[src/rtl/outstanding_reply_unit.sv]
// Outstanding-reply tracker: merges read requests per line tag, issues one memory
// fetch per tag, and fans each fill response out as one reply per waiting requester.
module outstanding_reply_unit #(
    parameter int ENTRIES = 4,
    parameter int WAITERS = 4,
    parameter int TAG_W   = 24,
    parameter int DEST_W  = 4,
    parameter int DATA_W  = 32
) (
    input  logic              clk,
    input  logic              rst,
    input  logic              req_valid,
    output logic              req_ready,
    input  logic [TAG_W-1:0]  req_tag,
    input  logic [DEST_W-1:0] req_src,
    input  logic              req_outstanding,
    output logic              mem_req_valid,
    input  logic              mem_req_ready,
    output logic [TAG_W-1:0]  mem_req_tag,
    input  logic              rsp_valid,
    output logic              rsp_ready,
    input  logic [TAG_W-1:0]  rsp_tag,
    input  logic [DATA_W-1:0] rsp_data,
    output logic              out_valid,
    input  logic              out_ready,
    output logic [DEST_W-1:0] out_dest,
    output logic [TAG_W-1:0]  out_tag,
    output logic [DATA_W-1:0] out_data,
    output logic              full,
    output logic              err_orphan_req,
    output logic              err_orphan_rsp,
    output logic              o_dbg_state
);

    localparam int CNT_W  = $clog2(WAITERS + 1);
    localparam int WIDX_W = (WAITERS > 1) ? $clog2(WAITERS) : 1;
    localparam int EIDX_W = (ENTRIES > 1) ? $clog2(ENTRIES) : 1;

    typedef enum logic {
        S_IDLE  = 1'b0,
        S_DRAIN = 1'b1
    } state_t;

    // Handshakes: a transfer happens on a valid/ready pair only when both are high
    // at a rising clk edge; valid never waits on ready.

    logic [ENTRIES-1:0] r_valid;
    logic [ENTRIES-1:0] r_issued;
    logic [TAG_W-1:0]   r_tag   [ENTRIES];
    logic [CNT_W-1:0]   r_wcnt  [ENTRIES];
    logic [DEST_W-1:0]  r_dest  [ENTRIES][WAITERS];

    state_t             r_state;
    logic [EIDX_W-1:0]  r_didx;
    logic [WIDX_W-1:0]  r_widx;
    logic [TAG_W-1:0]   r_dtag;
    logic [DATA_W-1:0]  r_ddata;
    logic               r_hold;
    logic [EIDX_W-1:0]  r_hold_idx;
    logic               r_err_req;
    logic               r_err_rsp;

    logic               w_hit;
    logic [EIDX_W-1:0]  w_hit_idx;
    logic               w_free_any;
    logic [EIDX_W-1:0]  w_free_idx;
    logic               w_iss_any;
    logic [EIDX_W-1:0]  w_iss_idx;
    logic               w_rsp_hit;
    logic [EIDX_W-1:0]  w_rsp_idx;
    logic               w_drain_block;
    logic               w_hit_full;
    logic [WIDX_W-1:0]  w_hit_slot;
    logic [EIDX_W-1:0]  w_sel;
    logic               w_req_hs;
    logic               w_mem_hs;
    logic               w_rsp_hs;
    logic               w_out_hs;
    logic               w_last;

    // Descending scans so the lowest matching index is the one that sticks.
    always_comb begin
        w_hit      = 1'b0;
        w_hit_idx  = '0;
        w_free_any = 1'b0;
        w_free_idx = '0;
        w_iss_any  = 1'b0;
        w_iss_idx  = '0;
        w_rsp_hit  = 1'b0;
        w_rsp_idx  = '0;
        for (int i = ENTRIES - 1; i >= 0; i--) begin
            if (r_valid[i] && (r_tag[i] == req_tag)) begin
                w_hit     = 1'b1;
                w_hit_idx = EIDX_W'(i);
            end
            if (!r_valid[i]) begin
                w_free_any = 1'b1;
                w_free_idx = EIDX_W'(i);
            end
            if (r_valid[i] && !r_issued[i]) begin
                w_iss_any = 1'b1;
                w_iss_idx = EIDX_W'(i);
            end
            if (r_valid[i] && r_issued[i] && (r_tag[i] == rsp_tag)) begin
                w_rsp_hit = 1'b1;
                w_rsp_idx = EIDX_W'(i);
            end
        end
    end

    assign w_drain_block = (r_state == S_DRAIN) && (req_tag == r_dtag);
    assign w_hit_full    = (r_wcnt[w_hit_idx] == CNT_W'(WAITERS));
    assign w_hit_slot    = r_wcnt[w_hit_idx][WIDX_W-1:0];
    assign req_ready     = !w_drain_block && (w_hit ? !w_hit_full : w_free_any);
    assign w_req_hs      = req_valid && req_ready;

    // A stalled fetch keeps its entry so a newly allocated lower index cannot
    // change mem_req_tag underneath the memory port.
    assign w_sel         = r_hold ? r_hold_idx : w_iss_idx;
    assign mem_req_valid = r_hold || w_iss_any;
    assign mem_req_tag   = r_tag[w_sel];
    assign w_mem_hs      = mem_req_valid && mem_req_ready;

    assign rsp_ready     = (r_state == S_IDLE);
    assign w_rsp_hs      = rsp_valid && rsp_ready;

    assign out_valid     = (r_state == S_DRAIN);
    assign out_dest      = r_dest[r_didx][r_widx];
    assign out_tag       = r_dtag;
    assign out_data      = r_ddata;
    assign w_out_hs      = out_valid && out_ready;
    assign w_last        = ((CNT_W'(r_widx) + CNT_W'(1)) == r_wcnt[r_didx]);

    assign full           = &r_valid;
    assign err_orphan_req = r_err_req;
    assign err_orphan_rsp = r_err_rsp;
    assign o_dbg_state    = r_state;

    always_ff @(posedge clk or posedge rst) begin
        if (rst) begin
            r_valid    <= '0;
            r_issued   <= '0;
            for (int i = 0; i < ENTRIES; i++) begin
                r_tag[i]  <= '0;
                r_wcnt[i] <= '0;
                for (int j = 0; j < WAITERS; j++) begin
                    r_dest[i][j] <= '0;
                end
            end
            r_state    <= S_IDLE;
            r_didx     <= '0;
            r_widx     <= '0;
            r_dtag     <= '0;
            r_ddata    <= '0;
            r_hold     <= 1'b0;
            r_hold_idx <= '0;
            r_err_req  <= 1'b0;
            r_err_rsp  <= 1'b0;
        end else begin
            if (w_req_hs) begin
                if (w_hit) begin
                    r_dest[w_hit_idx][w_hit_slot] <= req_src;
                    r_wcnt[w_hit_idx]             <= r_wcnt[w_hit_idx] + CNT_W'(1);
                end else begin
                    r_valid[w_free_idx]     <= 1'b1;
                    r_issued[w_free_idx]    <= 1'b0;
                    r_tag[w_free_idx]       <= req_tag;
                    r_wcnt[w_free_idx]      <= CNT_W'(1);
                    r_dest[w_free_idx][0]   <= req_src;
                    if (req_outstanding) begin
                        r_err_req <= 1'b1;
                    end
                end
            end

            if (w_mem_hs) begin
                r_issued[w_sel] <= 1'b1;
            end
            r_hold     <= mem_req_valid && !mem_req_ready;
            r_hold_idx <= w_sel;

            case (r_state)
                S_IDLE: begin
                    if (w_rsp_hs) begin
                        if (w_rsp_hit) begin
                            r_state <= S_DRAIN;
                            r_didx  <= w_rsp_idx;
                            r_dtag  <= rsp_tag;
                            r_ddata <= rsp_data;
                            r_widx  <= '0;
                        end else begin
                            r_err_rsp <= 1'b1;
                        end
                    end
                end
                S_DRAIN: begin
                    if (w_out_hs) begin
                        if (w_last) begin
                            r_valid[r_didx]  <= 1'b0;
                            r_issued[r_didx] <= 1'b0;
                            r_wcnt[r_didx]   <= '0;
                            r_widx           <= '0;
                            r_state          <= S_IDLE;
                        end else begin
                            r_widx <= r_widx + WIDX_W'(1);
                        end
                    end
                end
                default: r_state <= S_IDLE;
            endcase
        end
    end

endmodule

[config.mk]
export PLATFORM = sky130hd
export DESIGN_NAME = outstanding_reply_unit
export DESIGN_NICKNAME = d
export VERILOG_FILES = /design/src/rtl/outstanding_reply_unit.sv
export SDC_FILE = /design/constraint.sdc
export NUM_CORES = 1
export LEC_CHECK = 0
export CAP_MARGIN = 30
export CELL_PAD_IN_SITES_DETAIL_PLACEMENT = 1
export CELL_PAD_IN_SITES_GLOBAL_PLACEMENT = 2
export CORE_UTILIZATION = 41
export CTS_CLUSTER_DIAMETER = 40
export DETAILED_ROUTE_END_ITERATION = 7
export HOLD_SLACK_MARGIN = 0.12
export PLACE_DENSITY_LB_ADDON = 0.1
export SLEW_MARGIN = 20
export SYNTH_ARGS = -nofsm -noshare
export SYNTH_HDL_FRONTEND = slang
export SYNTH_SLANG_ARGS = --single-unit
export TNS_END_PERCENT = 30
[constraint.sdc]
create_clock -name clk -period 12.5 [get_ports clk]
set_clock_uncertainty 0.05 [all_clocks]
set_input_delay 2.5 -clock clk [delete_from_list [all_inputs] [get_ports clk]]
set_output_delay 2.5 -clock clk [all_outputs]
set_load 0.03 [all_outputs]
==> flow_summary.html <==
<table>
<tr><th>Metric</th><th>Value</th></tr>
<tr><th colspan="2">Run status</th></tr>
<tr><td>Result of the run</td><td>complete, no violations</td></tr>
<tr><th colspan="2">Clocking</th></tr>
<tr><td>Worst-skew pair later-pin latency</td><td>0.58 ns</td></tr>
<tr><td>Buffer cell driving the clock tree root</td><td>sky130_fd_sc_hd__clkbuf_16</td></tr>
<tr><td>Clk buf depth</td><td>3</td></tr>
<tr><td>Clk slew on worst S/H paths</td><td>0.05 ns</td></tr>
<tr><td>Clock net sink count</td><td>246</td></tr>
<tr><td>Total clock buffers created by CTS</td><td>43</td></tr>
<tr><td>TritonCTS clock tree</td><td>built</td></tr>
<tr><td>Count of cells resized by post-cts repair</td><td>0</td></tr>
<tr><td>CTS HTree Levels</td><td>2</td></tr>
<tr><td>Number of buffers added to fix hold violations after cts</td><td>0</td></tr>
<tr><td>Number of setup buffers added after CTS</td><td>0</td></tr>
<tr><th colspan="2">Placement</th></tr>
<tr><td>Area post-placement</td><td>16,500 µm²</td></tr>
<tr><td>Number of input and output port buffers inserted</td><td>between 150 and 200</td></tr>
<tr><td>RD Place Congestion</td><td>1.04</td></tr>
<tr><td>Sum of net half-perimeters after detailed placement</td><td>approximately 40,000 µm</td></tr>
<tr><th colspan="2">GRT</th></tr>
<tr><td>First-pass GRT wire length</td><td>between 70,000 and 80,000 µm</td></tr>
<tr><td>Via count of the first global-routing pass</td><td>11,117</td></tr>
<tr><td>GRT Util Overall</td><td>0.297</td></tr>
<tr><td>Maximum number of pins on one net before global-route repair</td><td>109</td></tr>
<tr><td>Leftover overflow at the end of global routing</td><td>0</td></tr>
<tr><td>Number of antenna violations at the first check in global routing</td><td>1</td></tr>
<tr><th colspan="2">Final layout</th></tr>
<tr><td>Number of antenna cells inserted</td><td>0</td></tr>
<tr><td>Net count of the finished layout</td><td>1,408</td></tr>
<tr><td>Final standard cell area without fillers</td><td>between 15,000 and 20,000 µm²</td></tr>
<tr><td>Fraction of layout cells with a size suffix above 1</td><td>0.280</td></tr>
<tr><td>Most used cells in the layout excluding fill and tap cells</td><td>sky130_fd_sc_hd__dfrtp_1, sky130_fd_sc_hd__clkdlybuf4s50_1, sky130_fd_sc_hd__mux2_2</td></tr>
<tr><td>Most common cell after layout, fill and taps aside</td><td>sky130_fd_sc_hd__dfrtp_1</td></tr>
<tr><td>Layout area overhead</td><td>25.5%</td></tr>
<tr><th colspan="2">Timing</th></tr>
<tr><td>Sum of negative setup slack</td><td>0 ns</td></tr>
<tr><td>Maximum frequency from static timing analysis</td><td>103 MHz</td></tr>
<tr><td>Number of endpoints with negative hold slack in the final report</td><td>0</td></tr>
<tr><td>Final Max Tran Viols</td><td>0</td></tr>
<tr><td>Max-slew headroom at the worst pin</td><td>0.416</td></tr>
<tr><td># setup viols final</td><td>0</td></tr>
<tr><td>Transition time at the pin with the least slew margin</td><td>approximately 0.88 ns</td></tr>
<tr><td>RSZ-0062 raised after global routing</td><td>false</td></tr>
<tr><td>Share of the clock period used by the worst path</td><td>0.779</td></tr>
<tr><td>Time the final worst path needs with I/O delays and setup</td><td>9.74 ns</td></tr>
<tr><th colspan="2">Power</th></tr>
<tr><td>Peak supply drop</td><td>0.250 mV</td></tr>
<tr><td>Share of total power consumed by net switching</td><td>0.395</td></tr>
<tr><td>Clock share of power</td><td>0.302</td></tr>
<tr><td>Power Internal</td><td>2390 µW</td></tr>
<tr><td>Power share of the combinational group</td><td>0.401</td></tr>
<tr><td>Lkg Pwr</td><td>0.00746 µW</td></tr>
<tr><td>PD cells</td><td>219 nW/µm²</td></tr>
<tr><td>Proportion of power drawn by flip-flops and latches</td><td>0.297</td></tr>
<tr><td>Net switching power of the design</td><td>1560 µW</td></tr>
<tr><th colspan="2">Logic synthesis</th></tr>
<tr><td>Synthesized netlist cell count</td><td>around 1,200</td></tr>
<tr><td>Post-synth top area cell</td><td>sky130_fd_sc_hd__dfrtp_1</td></tr>
<tr><td>Post-synthesis xor/xnor area fraction</td><td>0.134</td></tr>
<tr><td>Area share of and/or/nand/nor cells after synthesis</td><td>0.109</td></tr>
<tr><td>Area share of the largest cell type after synthesis</td><td>0.428</td></tr>
<tr><td>Nets in the synthesized netlist</td><td>1,249</td></tr>
<tr><td>Dominant combinational cell family by area after synthesis</td><td>multiplexers</td></tr>
<tr><td>Area fraction in compound gates after synthesis</td><td>0.0393</td></tr>
<tr><td>Fraction of synthesis flops using an asynchronous set or reset pin</td><td>1.00</td></tr>
<tr><td>Number of synthesized register bits</td><td>246</td></tr>
<tr><td>Number of enable-type register cells in the synthesized netlist</td><td>0</td></tr>
<tr><td>Share of synthesized area spent on multiplexers</td><td>0.253</td></tr>
<tr><td>Portion of the post-synthesis area used by sequential elements</td><td>0.428</td></tr>
<tr><td>Synthesized-area fraction occupied by adder cells</td><td>0.00435</td></tr>
<tr><td>Primary flip-flop cell chosen by synthesis mapping</td><td>sky130_fd_sc_hd__dfrtp_1</td></tr>
<tr><td>Syn_area_per_cell</td><td>12.5 µm²</td></tr>
<tr><td>Count of synthesis-stage warnings from yosys</td><td>0</td></tr>
<tr><td>Summed instance area of the synthesized netlist</td><td>14,400 µm²</td></tr>
<tr><td>Most area-consuming cells after synthesis</td><td>sky130_fd_sc_hd__dfrtp_1, sky130_fd_sc_hd__mux2_2, sky130_fd_sc_hd__xnor2_1</td></tr>
<tr><td>Count of unique library cells instantiated by Yosys</td><td>78</td></tr>
<tr><th colspan="2">Floorplanning</th></tr>
<tr><td># IOs</td><td>183</td></tr>
<tr><td>Initial core utilization</td><td>0.416</td></tr>
<tr><td># rows</td><td>68</td></tr>
<tr><td>Width of the chip</td><td>roughly 190 µm</td></tr>
<tr><td>Core Footprint</td><td>about 35,000 µm²</td></tr>
<tr><td>Overall die height</td><td>between 150 and 200 µm</td></tr>
<tr><td>Die area</td><td>35,800 µm²</td></tr>
<tr><th colspan="2">Worst setup path</th></tr>
<tr><td>Startpoint Class</td><td>input port</td></tr>
<tr><td>Critical path required time</td><td>9.95 ns</td></tr>
<tr><td>Biggest fanout along the worst timing path</td><td>17</td></tr>
<tr><td>Type of the worst setup path</td><td>in -&gt; out</td></tr>
<tr><td>Kind of capture point of the worst setup path</td><td>output port</td></tr>
<tr><td>Data arrival at the endpoint of the critical path</td><td>7.19 ns</td></tr>
<tr><th colspan="2">Detailed routing</th></tr>
<tr><td>Number of vias in the routed layout</td><td>between 10,000 and 15,000</td></tr>
<tr><td>Number of detailed-routing iterations run before antenna repair</td><td>5</td></tr>
<tr><td>Via count normalized by instance count</td><td>5.86</td></tr>
<tr><td>Iteration-0 DRC Markers</td><td>726</td></tr>
<tr><td>Post-route antenna net violation count</td><td>0</td></tr>
<tr><td>Wirelength per Cell</td><td>between 20 and 30 µm</td></tr>
<tr><td>Routed wire length</td><td>51,500 µm</td></tr>
<tr><td>Drt drc</td><td>0</td></tr>
<tr><th colspan="2">Worst hold path</th></tr>
<tr><td>Hold Path Class</td><td>reg -&gt; reg</td></tr>
<tr><th colspan="2">Flow run</th></tr>
<tr><td>Number of max-capacitance violations reported</td><td>0</td></tr>
</table>
-- layer usage --
metal | track usage | vias up | part of all wire
met5 | 0 | - | 0
met4 | 0.0772 | 0 | 0.022
met3 | 0.0614 | 68 | 0.064
met2 | 0.452 | 366 | 0.45
met1 | 0.428 | 5573 | 0.46
li1 | - | 4543 | -
-- synth_stat cells, types with 3 or more instances --
master / instances
sky130_fd_sc_hd__xor2_1: 96
sky130_fd_sc_hd__nor2b_1: 6
sky130_fd_sc_hd__nand2b_1: 7
sky130_fd_sc_hd__mux4_2: 47
sky130_fd_sc_hd__and4_4: 3
sky130_fd_sc_hd__buf_6: 4
sky130_fd_sc_hd__nor4_1: 30
sky130_fd_sc_hd__a311oi_1: 4
sky130_fd_sc_hd__nor3_1: 12
sky130_fd_sc_hd__nor4b_1: 12
sky130_fd_sc_hd__inv_1: 12
sky130_fd_sc_hd__and2_1: 5
sky130_fd_sc_hd__xnor2_1: 122
sky130_fd_sc_hd__buf_4: 6
sky130_fd_sc_hd__nor2_1: 35
sky130_fd_sc_hd__and4b_1: 6
sky130_fd_sc_hd__nand3_1: 14
sky130_fd_sc_hd__or4_1: 3
sky130_fd_sc_hd__nand4_1: 56
sky130_fd_sc_hd__clkbuf_1: 40
sky130_fd_sc_hd__dfrtp_1: 246
sky130_fd_sc_hd__and4b_4: 3
sky130_fd_sc_hd__mux2_1: 16
sky130_fd_sc_hd__buf_1: 3
sky130_fd_sc_hd__nand3_2: 3
sky130_fd_sc_hd__a22o_1: 5
sky130_fd_sc_hd__o21ai_0: 6
sky130_fd_sc_hd__mux2_2: 173
sky130_fd_sc_hd__and3_1: 4
sky130_fd_sc_hd__a21oi_1: 16
sky130_fd_sc_hd__nand2_1: 30
sky130_fd_sc_hd__ha_1: 5
sky130_fd_sc_hd__and4_1: 3
sky130_fd_sc_hd__buf_2: 33
sky130_fd_sc_hd__mux2_4: 30
-- through the flow --
| stage | total power, µW | instances | setup WS [ns] | util | hold WS (ns) |
|---|---|---|---|---|---|
| CTS | 3950 | 1796 | 2.75 | 0.520 | 0.444 |
| floorplan | 2090 | 1153 | 3.19 | - | 0.409 |
| global route | 4100 | 1800 | 2.36 | 0.522 | 0.455 |
| detailed placement | 2740 | 1718 | 2.79 | 0.478 | 0.430 |
| global placement | 2720 | 1715 | 2.86 | 0.477 | 0.389 |
| finish | 3950 | 1800 | 2.76 | 0.522 | 0.431 |
-- worst max-delay path, cell delays in order --
cell and delay [ns]:
sky130_fd_sc_hd__clkdlybuf4s50_1 0.64, sky130_fd_sc_hd__xnor2_1 0.48, sky130_fd_sc_hd__nand4_1 0.18, sky130_fd_sc_hd__nor4_1 0.73
sky130_fd_sc_hd__nand2_1 0.32, sky130_fd_sc_hd__a31oi_4 0.40, sky130_fd_sc_hd__nor2_1 0.09, sky130_fd_sc_hd__nor2_1 0.15
sky130_fd_sc_hd__o21ai_0 0.15, sky130_fd_sc_hd__ha_1 0.39, sky130_fd_sc_hd__o2111ai_4 0.26, sky130_fd_sc_hd__and2_1 0.23
sky130_fd_sc_hd__clkdlybuf4s50_1 0.67
-- state kept, by name, summed over array words and instances (netlist names) --
register        cells
r_hold_idx          2
r_hold              1
out_data           32
o_dbg_state         1
r_dest             64
r_wcnt             12
err_orphan_rsp      1
out_tag            24
r_widx              2
r_issued            4
r_tag              96
r_didx              2
r_valid             4
err_orphan_req      1
-- path summary, 6_finish.rpt --
kind | depth (start not counted) | to | startpoint | slack [ns]
max | 13 | req_ready | req_tag[5] | 2.76
min | 1 | err_orphan_req$_DFFE_PP0P_ | err_orphan_req$_DFFE_PP0P_ | 0.43
max reg2reg | 12 | r_dest[57]$_DFFE_PP0P_ | r_tag[53]$_DFFE_PP0P_ | 7.97
min reg2reg | 1 | err_orphan_req$_DFFE_PP0P_ | err_orphan_req$_DFFE_PP0P_ | 0.43
max in group asynchronous | 4 | r_dest[2]$_DFFE_PP0P_ | rst | 8.88
min in group asynchronous | 2 | out_tag[14]$_DFFE_PP0P_ | rst | 2.38
-- power by group through the flow --
stage	Clock, µW	Combinational [µW]	Sequential [µW]
after floorplan	0	1000	1090
after global placement	0	1550	1170
after detailed placement	0	1560	1180
after CTS	1210	1570	1170
after global routing	1240	1660	1200
final	1190	1580	1180
-- kinds of logic after synthesis --
logic type,Yosys count
buf+inv,99
compound gates,67
simple gates,251
xor+xnor,219
mux,266
fa+ha+maj,5
flops,246
-- layout make-up --
type                       count  area, µm²
clock buffer                  53       1180
clock inverter                25        277
fill                        3526      16500
inverter                      13       56.3
multi-input combinational    808       7790
sequential                   246       6160
tap                          455        569
timing repair buffer         200       2010
No activity file was read; power rests on OpenSTA's default activity.
